[src/rtl/descrack_sched_pkg.sv]
// rtl/descrack_sched_pkg.sv - shared widths, job/result types and round-robin picker
package descrack_pkg;

    localparam int CT_W      = 64;
    localparam int K_W       = 56;
    localparam int T_W       = 20;
    localparam int ID_W      = 12;
    localparam int RES_W     = K_W + T_W + ID_W;
    localparam int MAX_CORES = 16;
    localparam int PTR_W     = 4;

    typedef struct packed {
        logic [CT_W-1:0] ct;
        logic [CT_W-1:0] r;
        logic [T_W-1:0]  t;
        logic [ID_W-1:0] id;
    } job_t;

    typedef struct packed {
        logic [K_W-1:0]  k;
        logic [T_W-1:0]  t;
        logic [ID_W-1:0] id;
    } res_t;

    typedef struct packed {
        logic             valid;
        logic [PTR_W-1:0] idx;
    } rr_pick_t;

    // First set bit of mask at or after ptr, wrapping at n; lowest offset wins.
    function automatic rr_pick_t rr_pick(input logic [MAX_CORES-1:0] mask,
                                         input logic [PTR_W-1:0] ptr,
                                         input int n);
        rr_pick_t       pick;
        logic [PTR_W:0] sum;
        pick = '0;
        for (int k = MAX_CORES - 1; k >= 0; k--) begin
            if (k < n) begin
                sum = {1'b0, ptr} + (PTR_W+1)'(k);
                if (sum >= (PTR_W+1)'(n)) begin
                    sum = sum - (PTR_W+1)'(n);
                end
                if (mask[sum[PTR_W-1:0]]) begin
                    pick.valid = 1'b1;
                    pick.idx   = sum[PTR_W-1:0];
                end
            end
        end
        return pick;
    endfunction

endpackage

[src/rtl/descrack_sched_if.sv]
// rtl/descrack_sched_if.sv - upstream, per-core and downstream signal bundle of the scheduler
interface descrack_sched_if #(
    parameter int NUM_CORES = 4
);
    import descrack_pkg::*;

    logic                      clken;
    logic [CT_W-1:0]           in_ct;
    logic [CT_W-1:0]           in_r;
    logic [T_W-1:0]            in_t;
    logic [ID_W-1:0]           in_id;
    logic                      in_empty;
    logic                      in_rd;
    logic [NUM_CORES*CT_W-1:0] core_ct;
    logic [NUM_CORES*CT_W-1:0] core_r;
    logic [NUM_CORES*T_W-1:0]  core_t;
    logic [NUM_CORES*ID_W-1:0] core_id;
    logic [NUM_CORES-1:0]      core_empty;
    logic [NUM_CORES-1:0]      core_rd;
    logic [NUM_CORES*K_W-1:0]  core_k;
    logic [NUM_CORES*T_W-1:0]  core_rt;
    logic [NUM_CORES*ID_W-1:0] core_rid;
    logic [NUM_CORES-1:0]      core_wr;
    logic [K_W-1:0]            out_k;
    logic [T_W-1:0]            out_t;
    logic [ID_W-1:0]           out_id;
    logic                      out_wr;
    logic                      out_full;
    logic                      idle;
    logic                      err_overflow;

    modport master (
        output clken, in_ct, in_r, in_t, in_id, in_empty, core_rd,
               core_k, core_rt, core_rid, core_wr, out_full,
        input  in_rd, core_ct, core_r, core_t, core_id, core_empty,
               out_k, out_t, out_id, out_wr, idle, err_overflow
    );

    modport slave (
        input  clken, in_ct, in_r, in_t, in_id, in_empty, core_rd,
               core_k, core_rt, core_rid, core_wr, out_full,
        output in_rd, core_ct, core_r, core_t, core_id, core_empty,
               out_k, out_t, out_id, out_wr, idle, err_overflow
    );

endinterface

[src/rtl/descrack_sched_res_fifo.sv]
// rtl/descrack_sched_res_fifo.sv - per-core FWFT result FIFO
module sched_res_fifo
    import descrack_pkg::*;
#(
    parameter int DEPTH = 4
) (
    input  logic clk,
    input  logic rst,
    input  logic push,
    input  res_t din,
    input  logic pop,
    output res_t dout,
    output logic full,
    output logic empty
);
    localparam int AW = $clog2(DEPTH);

    res_t          mem [DEPTH];
    logic [AW-1:0] wr_ptr;
    logic [AW-1:0] rd_ptr;
    logic [AW:0]   count;
    logic          do_push;
    logic          do_pop;

    // A push into a full FIFO is dropped; the scheduler flags it.
    assign do_push = push & ~full;
    assign do_pop  = pop & ~empty;
    assign full    = (count == (AW+1)'(DEPTH));
    assign empty   = (count == '0);
    assign dout    = mem[rd_ptr];

    // Pointer and occupancy tracking.
    always_ff @(posedge clk) begin
        if (rst) begin
            wr_ptr <= '0;
            rd_ptr <= '0;
            count  <= '0;
        end else begin
            if (do_push) wr_ptr <= wr_ptr + AW'(1);
            if (do_pop)  rd_ptr <= rd_ptr + AW'(1);
            count <= count + (AW+1)'(do_push) - (AW+1)'(do_pop);
        end
    end

    // Storage write; contents are don't-care until pushed.
    always_ff @(posedge clk) begin
        if (do_push) mem[wr_ptr] <= din;
    end

endmodule

[src/rtl/descrack_sched.sv]
// rtl/descrack_sched.sv - job fan-out to descrack cores with credit-bounded result fan-in
module descrack_sched
    import descrack_pkg::*;
#(
    parameter int NUM_CORES = 4,
    parameter int RES_DEPTH = 4,
    parameter int CW        = 3
) (
    input logic             clk,
    input logic             rst,
    descrack_sched_if.slave bus
);
    logic [NUM_CORES-1:0] slot_valid;
    job_t                 slot [NUM_CORES];
    logic [CW-1:0]        credit [NUM_CORES];
    logic [PTR_W-1:0]     issue_ptr;
    logic [PTR_W-1:0]     drain_ptr;
    logic                 in_rd_q;
    logic                 out_wr_q;
    logic                 err_q;
    res_t                 out_q;
    job_t                 in_job;
    res_t                 drain_data;
    logic [NUM_CORES-1:0] eligible;
    logic [NUM_CORES-1:0] issue_sel;
    logic [NUM_CORES-1:0] drain_sel;
    logic [NUM_CORES-1:0] fifo_push;
    logic [NUM_CORES-1:0] fifo_full;
    logic [NUM_CORES-1:0] fifo_empty;
    res_t                 fifo_din  [NUM_CORES];
    res_t                 fifo_dout [NUM_CORES];
    rr_pick_t             iss;
    rr_pick_t             drn;
    logic                 do_issue;
    logic                 do_drain;
    logic                 credits_zero;

    assign in_job = {bus.in_ct, bus.in_r, bus.in_t, bus.in_id};

    for (genvar i = 0; i < NUM_CORES; i++) begin : g_core
        assign bus.core_ct[i*CT_W +: CT_W] = slot[i].ct;
        assign bus.core_r[i*CT_W +: CT_W]  = slot[i].r;
        assign bus.core_t[i*T_W +: T_W]    = slot[i].t;
        assign bus.core_id[i*ID_W +: ID_W] = slot[i].id;
        assign fifo_din[i]  = {bus.core_k[i*K_W +: K_W], bus.core_rt[i*T_W +: T_W],
                               bus.core_rid[i*ID_W +: ID_W]};
        assign fifo_push[i] = bus.clken & bus.core_wr[i];

        sched_res_fifo #(.DEPTH(RES_DEPTH)) u_res_fifo (
            .clk   (clk),
            .rst   (rst),
            .push  (fifo_push[i]),
            .din   (fifo_din[i]),
            .pop   (drain_sel[i]),
            .dout  (fifo_dout[i]),
            .full  (fifo_full[i]),
            .empty (fifo_empty[i])
        );
    end

    // Pick the issue target and drain source; in_rd_q blocks issue until FWFT data refreshes.
    always_comb begin
        eligible     = '0;
        issue_sel    = '0;
        drain_sel    = '0;
        drain_data   = '0;
        credits_zero = 1'b1;
        for (int i = 0; i < NUM_CORES; i++) begin
            eligible[i] = ~slot_valid[i] & (credit[i] < CW'(RES_DEPTH));
            if (credit[i] != '0) credits_zero = 1'b0;
        end
        iss      = rr_pick(MAX_CORES'(eligible), issue_ptr, NUM_CORES);
        drn      = rr_pick(MAX_CORES'(~fifo_empty), drain_ptr, NUM_CORES);
        do_issue = bus.clken & ~bus.in_empty & ~in_rd_q & iss.valid;
        do_drain = bus.clken & ~bus.out_full & drn.valid;
        for (int i = 0; i < NUM_CORES; i++) begin
            issue_sel[i] = do_issue & (iss.idx == PTR_W'(i));
            drain_sel[i] = do_drain & (drn.idx == PTR_W'(i));
            if (drain_sel[i]) drain_data = fifo_dout[i];
        end
    end

    function automatic logic [PTR_W-1:0] next_ptr(input logic [PTR_W-1:0] p);
        return (p == PTR_W'(NUM_CORES - 1)) ? '0 : p + PTR_W'(1);
    endfunction

    // Slot, credit, pointer and output-register state; pulses self-clear every edge.
    always_ff @(posedge clk) begin
        if (rst) begin
            slot_valid <= '0;
            issue_ptr  <= '0;
            drain_ptr  <= '0;
            in_rd_q    <= 1'b0;
            out_wr_q   <= 1'b0;
            out_q      <= '0;
            err_q      <= 1'b0;
            for (int i = 0; i < NUM_CORES; i++) credit[i] <= '0;
        end else begin
            in_rd_q  <= 1'b0;
            out_wr_q <= 1'b0;
            if (bus.clken) begin
                for (int i = 0; i < NUM_CORES; i++) begin
                    if (bus.core_rd[i]) begin
                        if (slot_valid[i]) slot_valid[i] <= 1'b0;
                        else               err_q <= 1'b1;
                    end
                    if (issue_sel[i]) slot_valid[i] <= 1'b1;
                    if (fifo_push[i] && fifo_full[i]) err_q <= 1'b1;
                    if (issue_sel[i] && !drain_sel[i]) begin
                        credit[i] <= credit[i] + CW'(1);
                    end else if (drain_sel[i] && !issue_sel[i]) begin
                        if (credit[i] == '0) err_q <= 1'b1;
                        else                 credit[i] <= credit[i] - CW'(1);
                    end
                end
                if (do_issue) begin
                    in_rd_q   <= 1'b1;
                    issue_ptr <= next_ptr(iss.idx);
                end
                if (do_drain) begin
                    out_q     <= drain_data;
                    out_wr_q  <= 1'b1;
                    drain_ptr <= next_ptr(drn.idx);
                end
            end
        end
    end

    // Staged job payload; no reset needed since core_empty guards it.
    always_ff @(posedge clk) begin
        for (int i = 0; i < NUM_CORES; i++) begin
            if (issue_sel[i]) slot[i] <= in_job;
        end
    end

    assign bus.in_rd        = in_rd_q;
    assign bus.out_wr       = out_wr_q;
    assign bus.out_k        = out_q.k;
    assign bus.out_t        = out_q.t;
    assign bus.out_id       = out_q.id;
    assign bus.core_empty   = ~slot_valid;
    assign bus.err_overflow = err_q;
    assign bus.idle         = bus.in_empty & ~|slot_valid & credits_zero;

endmodule

[src/flat_wrapper.sv]
// flat-port wrapper written by rule: the top's interface ports become plain ports
module descrack_sched_flat import descrack_pkg::*;
#(
    parameter int NUM_CORES = 4,
    parameter int RES_DEPTH = 4,
    parameter int CW        = 3
)
  (clk, rst, bus_clken, bus_in_ct, bus_in_r, bus_in_t, bus_in_id, bus_in_empty, bus_core_rd, bus_core_k, bus_core_rt, bus_core_rid, bus_core_wr, bus_out_full, bus_in_rd, bus_core_ct, bus_core_r, bus_core_t, bus_core_id, bus_core_empty, bus_out_k, bus_out_t, bus_out_id, bus_out_wr, bus_idle, bus_err_overflow);
  descrack_sched_if #(.NUM_CORES(NUM_CORES)) bus_i ();
  input logic clk;
  input logic rst;
  input wire logic [$bits(bus_i.clken)-1:0] bus_clken;
  input wire logic [$bits(bus_i.in_ct)-1:0] bus_in_ct;
  input wire logic [$bits(bus_i.in_r)-1:0] bus_in_r;
  input wire logic [$bits(bus_i.in_t)-1:0] bus_in_t;
  input wire logic [$bits(bus_i.in_id)-1:0] bus_in_id;
  input wire logic [$bits(bus_i.in_empty)-1:0] bus_in_empty;
  input wire logic [$bits(bus_i.core_rd)-1:0] bus_core_rd;
  input wire logic [$bits(bus_i.core_k)-1:0] bus_core_k;
  input wire logic [$bits(bus_i.core_rt)-1:0] bus_core_rt;
  input wire logic [$bits(bus_i.core_rid)-1:0] bus_core_rid;
  input wire logic [$bits(bus_i.core_wr)-1:0] bus_core_wr;
  input wire logic [$bits(bus_i.out_full)-1:0] bus_out_full;
  output wire logic [$bits(bus_i.in_rd)-1:0] bus_in_rd;
  output wire logic [$bits(bus_i.core_ct)-1:0] bus_core_ct;
  output wire logic [$bits(bus_i.core_r)-1:0] bus_core_r;
  output wire logic [$bits(bus_i.core_t)-1:0] bus_core_t;
  output wire logic [$bits(bus_i.core_id)-1:0] bus_core_id;
  output wire logic [$bits(bus_i.core_empty)-1:0] bus_core_empty;
  output wire logic [$bits(bus_i.out_k)-1:0] bus_out_k;
  output wire logic [$bits(bus_i.out_t)-1:0] bus_out_t;
  output wire logic [$bits(bus_i.out_id)-1:0] bus_out_id;
  output wire logic [$bits(bus_i.out_wr)-1:0] bus_out_wr;
  output wire logic [$bits(bus_i.idle)-1:0] bus_idle;
  output wire logic [$bits(bus_i.err_overflow)-1:0] bus_err_overflow;
  assign bus_i.clken = bus_clken;
  assign bus_i.in_ct = bus_in_ct;
  assign bus_i.in_r = bus_in_r;
  assign bus_i.in_t = bus_in_t;
  assign bus_i.in_id = bus_in_id;
  assign bus_i.in_empty = bus_in_empty;
  assign bus_i.core_rd = bus_core_rd;
  assign bus_i.core_k = bus_core_k;
  assign bus_i.core_rt = bus_core_rt;
  assign bus_i.core_rid = bus_core_rid;
  assign bus_i.core_wr = bus_core_wr;
  assign bus_i.out_full = bus_out_full;
  assign bus_in_rd = bus_i.in_rd;
  assign bus_core_ct = bus_i.core_ct;
  assign bus_core_r = bus_i.core_r;
  assign bus_core_t = bus_i.core_t;
  assign bus_core_id = bus_i.core_id;
  assign bus_core_empty = bus_i.core_empty;
  assign bus_out_k = bus_i.out_k;
  assign bus_out_t = bus_i.out_t;
  assign bus_out_id = bus_i.out_id;
  assign bus_out_wr = bus_i.out_wr;
  assign bus_idle = bus_i.idle;
  assign bus_err_overflow = bus_i.err_overflow;
  descrack_sched #(.NUM_CORES(NUM_CORES), .RES_DEPTH(RES_DEPTH), .CW(CW)) u_core (.clk(clk), .rst(rst), .bus(bus_i));
endmodule
[config.mk]
export PLATFORM = sky130hd
export DESIGN_NAME = descrack_sched_flat
export DESIGN_NICKNAME = d
export VERILOG_FILES = /design/src/rtl/descrack_sched_pkg.sv /design/src/rtl/descrack_sched_if.sv /design/src/rtl/descrack_sched_res_fifo.sv /design/src/rtl/descrack_sched.sv /design/src/flat_wrapper.sv
export SDC_FILE = /design/constraint.sdc
export NUM_CORES = 2
export LEC_CHECK = 0
export BUFFER_PORTS_ARGS = -buffer_cell sky130_fd_sc_hd__buf_2
export CAP_MARGIN = 10
export CORE_AREA = 3 3 492 494
export CTS_BUF_LIST = sky130_fd_sc_hd__clkbuf_4
export CTS_CLUSTER_DIAMETER = 80
export CTS_CLUSTER_SIZE = 25
export DETAILED_ROUTE_END_ITERATION = 16
export DIE_AREA = 0 0 495 497
export GPL_ROUTABILITY_DRIVEN = 0
export PLACE_DENSITY_LB_ADDON = 0.05
export RECOVER_POWER = 100
export SYNTH_ARGS = -nofsm -noshare
export SYNTH_HDL_FRONTEND = slang
export SYNTH_SLANG_ARGS = --single-unit
[constraint.sdc]
create_clock -name clk -period 22.1 [get_ports clk]
set_input_delay 4.42 -clock clk [delete_from_list [all_inputs] [get_ports clk]]
set_output_delay 4.42 -clock clk [all_outputs]
set_load 0.03 [all_outputs]
# ---- After elaboration in Yosys (flattened, before gate mapping)
# Memory sizes are Yosys's and may differ from the RTL's. A register that Yosys moved wholly into a read port is not among the register bits.
# Cells that the tools add are included.
dict set report totals {
  ff_bits 131
  latchBits 0
  mem_bits_rw 2060
  mem_bits_ro 0
  input_bits 525
  out_inout_bits 736
  memories 6
}
# name words width rd rd_ports_with_merged_regs write_ports line
set memory_table {}
lappend memory_table {u_core.slot 4 160 4 0 1 descrack_sched.sv:14} ;# job_t slot [NUM_CORES];
lappend memory_table {{u_core.g_core[0].u_res_fifo.mem} 4 88 1 1 1 descrack_sched_res_fifo.sv:18} ;# res_t mem [DEPTH];
lappend memory_table {{u_core.g_core[1].u_res_fifo.mem} 4 88 1 1 1 descrack_sched_res_fifo.sv:18}
lappend memory_table {{u_core.g_core[2].u_res_fifo.mem} 4 88 1 1 1 descrack_sched_res_fifo.sv:18}
lappend memory_table {{u_core.g_core[3].u_res_fifo.mem} 4 88 1 1 1 descrack_sched_res_fifo.sv:18}
lappend memory_table {u_core.credit 4 3 4 0 4 descrack_sched.sv:15} ;# logic [CW-1:0] credit [NUM_CORES];
dict set report classes {
  addsub 40
  multipliers 0
  div_mod_pow 0
  magnitude_cmp 20
  eq_ne 10
  n_shift 0
  muxes 161
  bitwise 57
  reduce_logical 50
}
# operator count
set ops {}
lappend ops {{$mux 160} 3}
lappend ops {{$reduce_or 160->1} 3}
lappend ops {{$mux 88} 4}
lappend ops {{$mux 1} 109}
lappend ops {{$lt 4x5->1 const B} 8}
lappend ops {{$mux 4} 10}
lappend ops {{$mux 5} 8}
lappend ops {{$bmux 1 s4} 8}
lappend ops {{$sub 4x3->4 const B} 8}
lappend ops {{$and 1x1->1} 31}
lappend ops {{$ge 5x3->1 const B} 6}
lappend ops {{$logic_not 3->1} 8}
lappend ops {{$mux 3} 8}
lappend ops {{$mux 2} 11}
lappend ops {{$add 4x2->5 const B} 4}
lappend ops {{$add 2x1->2 const B} 8}
lappend ops {{$eq 4x2->1 const B} 4}
lappend ops {{$not 1->1} 16}
lappend ops {{$not 4->16} 1}
lappend ops {{$add 3x1->3} 4}
lappend ops {{$add 3x1->3 const B} 4}
lappend ops {{$eq 3x3->1 const B} 4}
lappend ops {{$logic_and 1x1->1} 12}
lappend ops {{$lt 3x3->1 const B} 4}
lappend ops {{other kinds (15)} 52}

# ---- Depth between registers and ports, before layout
dict set report depth {
  word_depth 35
  depth_mapped 25
  mapped_depth_nobuf 24
}

# ---- By module
# A second synthesis with hierarchy kept.
dict set report unflattened {
  hier_cells 3859
  area_unflattened_um2 80579.8
}
# module n_inst cells_per_inst area_each_um2 seq_area_each_um2
set modules_own_cells {}
lappend modules_own_cells {{sched_res_fifo (u_core.g_core[0].u_res_fifo ...)} 3 511 13152.6 10750.3}
lappend modules_own_cells {descrack_sched 1 1815 27973.1 21640.8}
lappend modules_own_cells {{sched_res_fifo (u_core.g_core[3].u_res_fifo)} 1 511 13148.9 10750.3}

# ---- Worst setup path after synthesis
# No wires, ideal clock.
dict set report synth_timing {
  path_kind {input port to flip-flop}
  startpoint {input bus_in_empty}
  endpoint {memory u_core.credit[2][2] (netlist: u_core.credit[0][8]) (data pin)}
  setup_time_ns 0.165
  t_arrival_ns 10.661
  required_time_ns 21.935
  slack_ns 11.273
  path_stages 11
  n_path_buf 1
  cell_sequence {nor2_1 > nand2_1 > a31oi_1 > and2_1 > clkbuf_1 > nor2_1 > nand4_1 > fa_1 > xnor2_1 > or4_1 > a21oi_1}
}
# element line
set synth_lines {}
lappend synth_lines {{from (decl)} flat_wrapper.sv:17} ;# input wire logic [$bits(bus_i.in_empty)-1:0] bus_in_empty;
lappend synth_lines {{to (decl)} descrack_sched.sv:15}

# ---- Worst setup path in the final report
dict set report layout_timing {
  startpoint {input bus_clken}
  endpoint {memory u_core.slot[3][91] in the netlist's numbering, enable pin}
}
dict set report layout_via {
  elab_chain_cells 10
  elab_cells_between_ends 24
  classes_between {14 x mux; 7 x bitwise; 3 x reduce/logical}
}
# element line
set layout_lines {}
lappend layout_lines {{from (decl)} flat_wrapper.sv:12} ;# input wire logic [$bits(bus_i.clken)-1:0] bus_clken;
lappend layout_lines {{$and 1x1->1 * (3 in a row)} descrack_sched.sv:74} ;# do_issue = bus.clken & ~bus.in_empty & ~in_rd_q & iss.valid;
lappend layout_lines {{$and 1x1->1} descrack_sched.sv:77} ;# issue_sel[i] = do_issue & (iss.idx == PTR_W'(i));
lappend layout_lines {{$mux 1} descrack_sched.sv:132} ;# if (issue_sel[i]) slot[i] <= in_job;
lappend layout_lines {{$mux 1 (implied by the code)} descrack_sched.sv:132}
lappend layout_lines {{$reduce_or 160->1 (no line)} --}
lappend layout_lines {{$mux 2 (no line) or $mux 1 (tied branches) (3 in a row)} --}
lappend layout_lines {{to (decl)} descrack_sched.sv:14}
# Every way passes the cells marked *; elsewhere a longest branch is shown, timed or not.

==> impl_metrics.env <==
export IMPL_status="finished with violations"
export IMPL_violations="capacitance limit, slew limit"
export IMPL_hpwl_um=202000
export IMPL_max_freq_ghz=0.0715
export IMPL_ctsResizeCount=0
export IMPL_postCtsHoldBufs=0
export IMPL_core_area_um2=238000
export IMPL_cp_max_fo=109
export IMPL_hp_class="reg2reg"
export IMPL_drive_gt1_frac=0.130
export IMPL_io_buffers=1260
export IMPL_min_delay_path_depth=2
export IMPL_h_tree_depth=4
export IMPL_synth_most_common_cell="edfxtp_1"
export IMPL_drc=0
export IMPL_cp_slowest_cell="clkbuf_1"
export IMPL_vias_per_cell=5.08
export IMPL_rr_worst_depth=15
export IMPL_synth_area_leaders="edfxtp_1 (78%), mux4_2 (10%), dfxtp_1 (3.5%), ha_1 (0.86%), a221o_1 (0.59%)"
export IMPL_rows=179
export IMPL_p_comb_frac=0.281
export IMPL_synth_fp_nets=4285
export IMPL_setup_violations=0
export IMPL_slew_viol_final=2301
export IMPL_period_needed_ps=13980
export IMPL_die_x_um=495
export IMPL_synth_ff_type="edfxtp_1"
export IMPL_ys_types=79
export IMPL_ios=1261
export IMPL_syn_to_final_growth_pct=13.5
export IMPL_fin_setup_tns_ps=0
export IMPL_switchingPower_uw=3410
export IMPL_multiInputGateArea_um2=14000
export IMPL_rsz0062_at_grt="no"
export IMPL_dieArea_um2=246000
export IMPL_cts_root_buf="clkbuf_4"
export IMPL_vias=42165
export IMPL_yosysTopAreaCellShare=0.777
export IMPL_cp_arrival_ps=14630
export IMPL_track_usage=0.225
export IMPL_fin_crit_sh=0.632
export IMPL_chipHeight_um=497
export IMPL_endpoint_kind="register"
export IMPL_leakagePower_uw=0.0269
export IMPL_dr_pass1_iters=5
export IMPL_grt_pass1_wl_um=378000
export IMPL_syn_area_um2=79600
export IMPL_ir_worst_vdd_v=0.000338
export IMPL_hold_violations=0
export IMPL_clock_power_share=0.198
export IMPL_synth_edf_count=2060
export IMPL_drt_iter0_markers=3456
export IMPL_worst_slew_pin_slew_ps=7160
export IMPL_clk_pin_slew_worst_paths_ps=190
export IMPL_skew_ps=144
export IMPL_p_total_uw=9590
export IMPL_async_flop_share=0
export IMPL_p_seq_frac=0.521
export IMPL_post_cts_setup_buffers=0
export IMPL_power_switching_share=0.356
export IMPL_whs_ps=472
export IMPL_ys_warn_count=0
export IMPL_r2r_slack_ps=9490
export IMPL_antenna_found_initial=198
export IMPL_clock_latency_ps=1340
export IMPL_antenna_left=0
export IMPL_slowest_delay_ps=5110
export IMPL_p_int_uw=6180
export IMPL_ys_seq_area_frac=0.812
export IMPL_yosys_area_top_type="edfxtp_1"
export IMPL_yosys_register_bits=2199
export IMPL_numClockSinks=2199
export IMPL_power_density_nw_per_um2=106
export IMPL_layout_area_seq_um2=64700
export IMPL_grt_max_degree=110
export IMPL_synthCells=3698
export IMPL_wl_um=285000
export IMPL_maxCapViolCount=51
export IMPL_cp_required_ps=22760
export IMPL_wire_per_inst_um=34.3
export IMPL_fillers=22563
export IMPL_worstSetupPathType="in2reg"
export IMPL_layout_nets=5574
export IMPL_cts_made_buffers=134
export IMPL_cp_start_kind="primary input"
export IMPL_grt_overflow_total=0
export IMPL_cts_tree="built"
export IMPL_r2r_start="u_core.issue_ptr[0]$_SDFFE_PP0P_"
export IMPL_crit_chain="clkbuf_1 > nand2_1 > a31oi_1 > and2_0 > clkbuf_1"
export IMPL_placed_area_um2=89900
export IMPL_syn_avg_cell_area_um2=21.5
export IMPL_cts_buffer_depth=3
export IMPL_min_from="u_core.g_core[1].u_res_fifo.rd_ptr[1]$_SDFFE_PP0P_"
export IMPL_slew_headroom=-3.78
export IMPL_grt_pass1_vias=41432
export IMPL_initial_core_util=0.335
export IMPL_yosys_top_cells_count="edfxtp_1 (2060), mux4_2 (357), dfxtp_1 (139)"
export IMPL_critical_path_most_common_cell="clkbuf_1"
export IMPL_r2r_end="u_core.slot[3][91]$_DFFE_PP_"
export IMPL_fin_area_um2=90400
-- how the worst max path moves through the flow --
| stage | start | end | cells past startpoint |
|---|---|---|---|
| 5_1_grt | bus_clken | u_core.slot[3][91]$_DFFE_PP_ | 5 |
| 2_1_floorplan | bus_in_empty | u_core.credit[0][8]$_SDFFCE_PN0P_ | 11 |
| 4_1_cts | bus_in_empty | bus_idle | 4 |
| 3_5_place_dp | bus_in_empty | bus_idle | 4 |
| 3_3_place_gp | bus_in_empty | bus_idle | 4 |
| 6_report | bus_clken | u_core.slot[3][91]$_DFFE_PP_ | 5 |
-- area by class of cell --
class	instances	share of cell area
sequential	2199	0.716
multi-input combinational	1237	0.155
timing repair buffer	1326	0.0567
tap	3167	0.0438
clock buffer	150	0.0125
clock inverter	88	0.0115
inverter	89	0.00372
antenna	47	0.00130
-- sequential cells by signal, indices dropped and copies added, names as in the netlist, named ones only --
signal / count
u_core.bus.err_overflow: 1
u_core.bus.in_rd: 1
u_core.bus.out_id: 12
u_core.bus.out_k: 56
u_core.bus.out_t: 20
u_core.bus.out_wr: 1
u_core.credit: 12
u_core.drain_ptr: 4
u_core.g_core.u_res_fifo.count: 12
u_core.g_core.u_res_fifo.mem: 1408
u_core.g_core.u_res_fifo.rd_ptr: 8
u_core.g_core.u_res_fifo.wr_ptr: 8
u_core.issue_ptr: 4
u_core.slot: 640
u_core.slot_valid: 4
-- per-layer routing --
metal / vias up / GRT usage / share of wire / routed length [µm]
met2: 1516 / 0.389 / 0.50 / 143000
met1: 22345 / 0.291 / 0.41 / 116000
met4: 80 / 0.0454 / 0.026 / 7280
met5: - / 0 / 0.0020 / 557
li1: 17747 / - / - / -
met3: 477 / 0.0490 / 0.064 / 18400
-- cell usage in the layout, fill, tap and decap left out, types with 75 or more instances in the layout --
master and instances:
nand2_1 107, nor2_1 82, o21ai_0 101, clkbuf_1 1283, inv_1 85, edfxtp_1 2060
clkbuf_4 150, dfxtp_1 131, mux4_2 357, a21oi_1 75
-- power by group through the flow --
stage	Combinational [µW]	Sequential, µW	Clock [µW]
finish	2700	4990	1890
CTS	2860	4970	1970
global placement	2840	5060	0
global route	2890	5020	2120
floorplan	1350	5300	0
detailed placement	2850	5060	0
-- cell families after synthesis --
group / share of synthesized area
buf+inv: 0.0129
flops: 0.812
fa+ha+maj: 0.0104
xor+xnor: 0.00297
mux: 0.103
compound gates: 0.0360
simple gates: 0.0234
-- critical path, delay by kind of cell --
kind	cells	cell delay [ps]
simple gates	2	3420
compound gates	1	680
buf+inv	2	5780
-- per-stage QoR --
| step | util | setup WS (ps) | std cells |
|---|---|---|---|
| final | 0.380 | 8120 | 8303 |
| after global routing | 0.380 | 7330 | 8269 |
| after CTS | 0.387 | 12500 | 8256 |
| after floorplan | - | 11270 | 3698 |
| after global placement | 0.378 | 12500 | 8018 |
| after detailed placement | 0.378 | 12510 | 8018 |
Power figures use the tool's default switching activity.
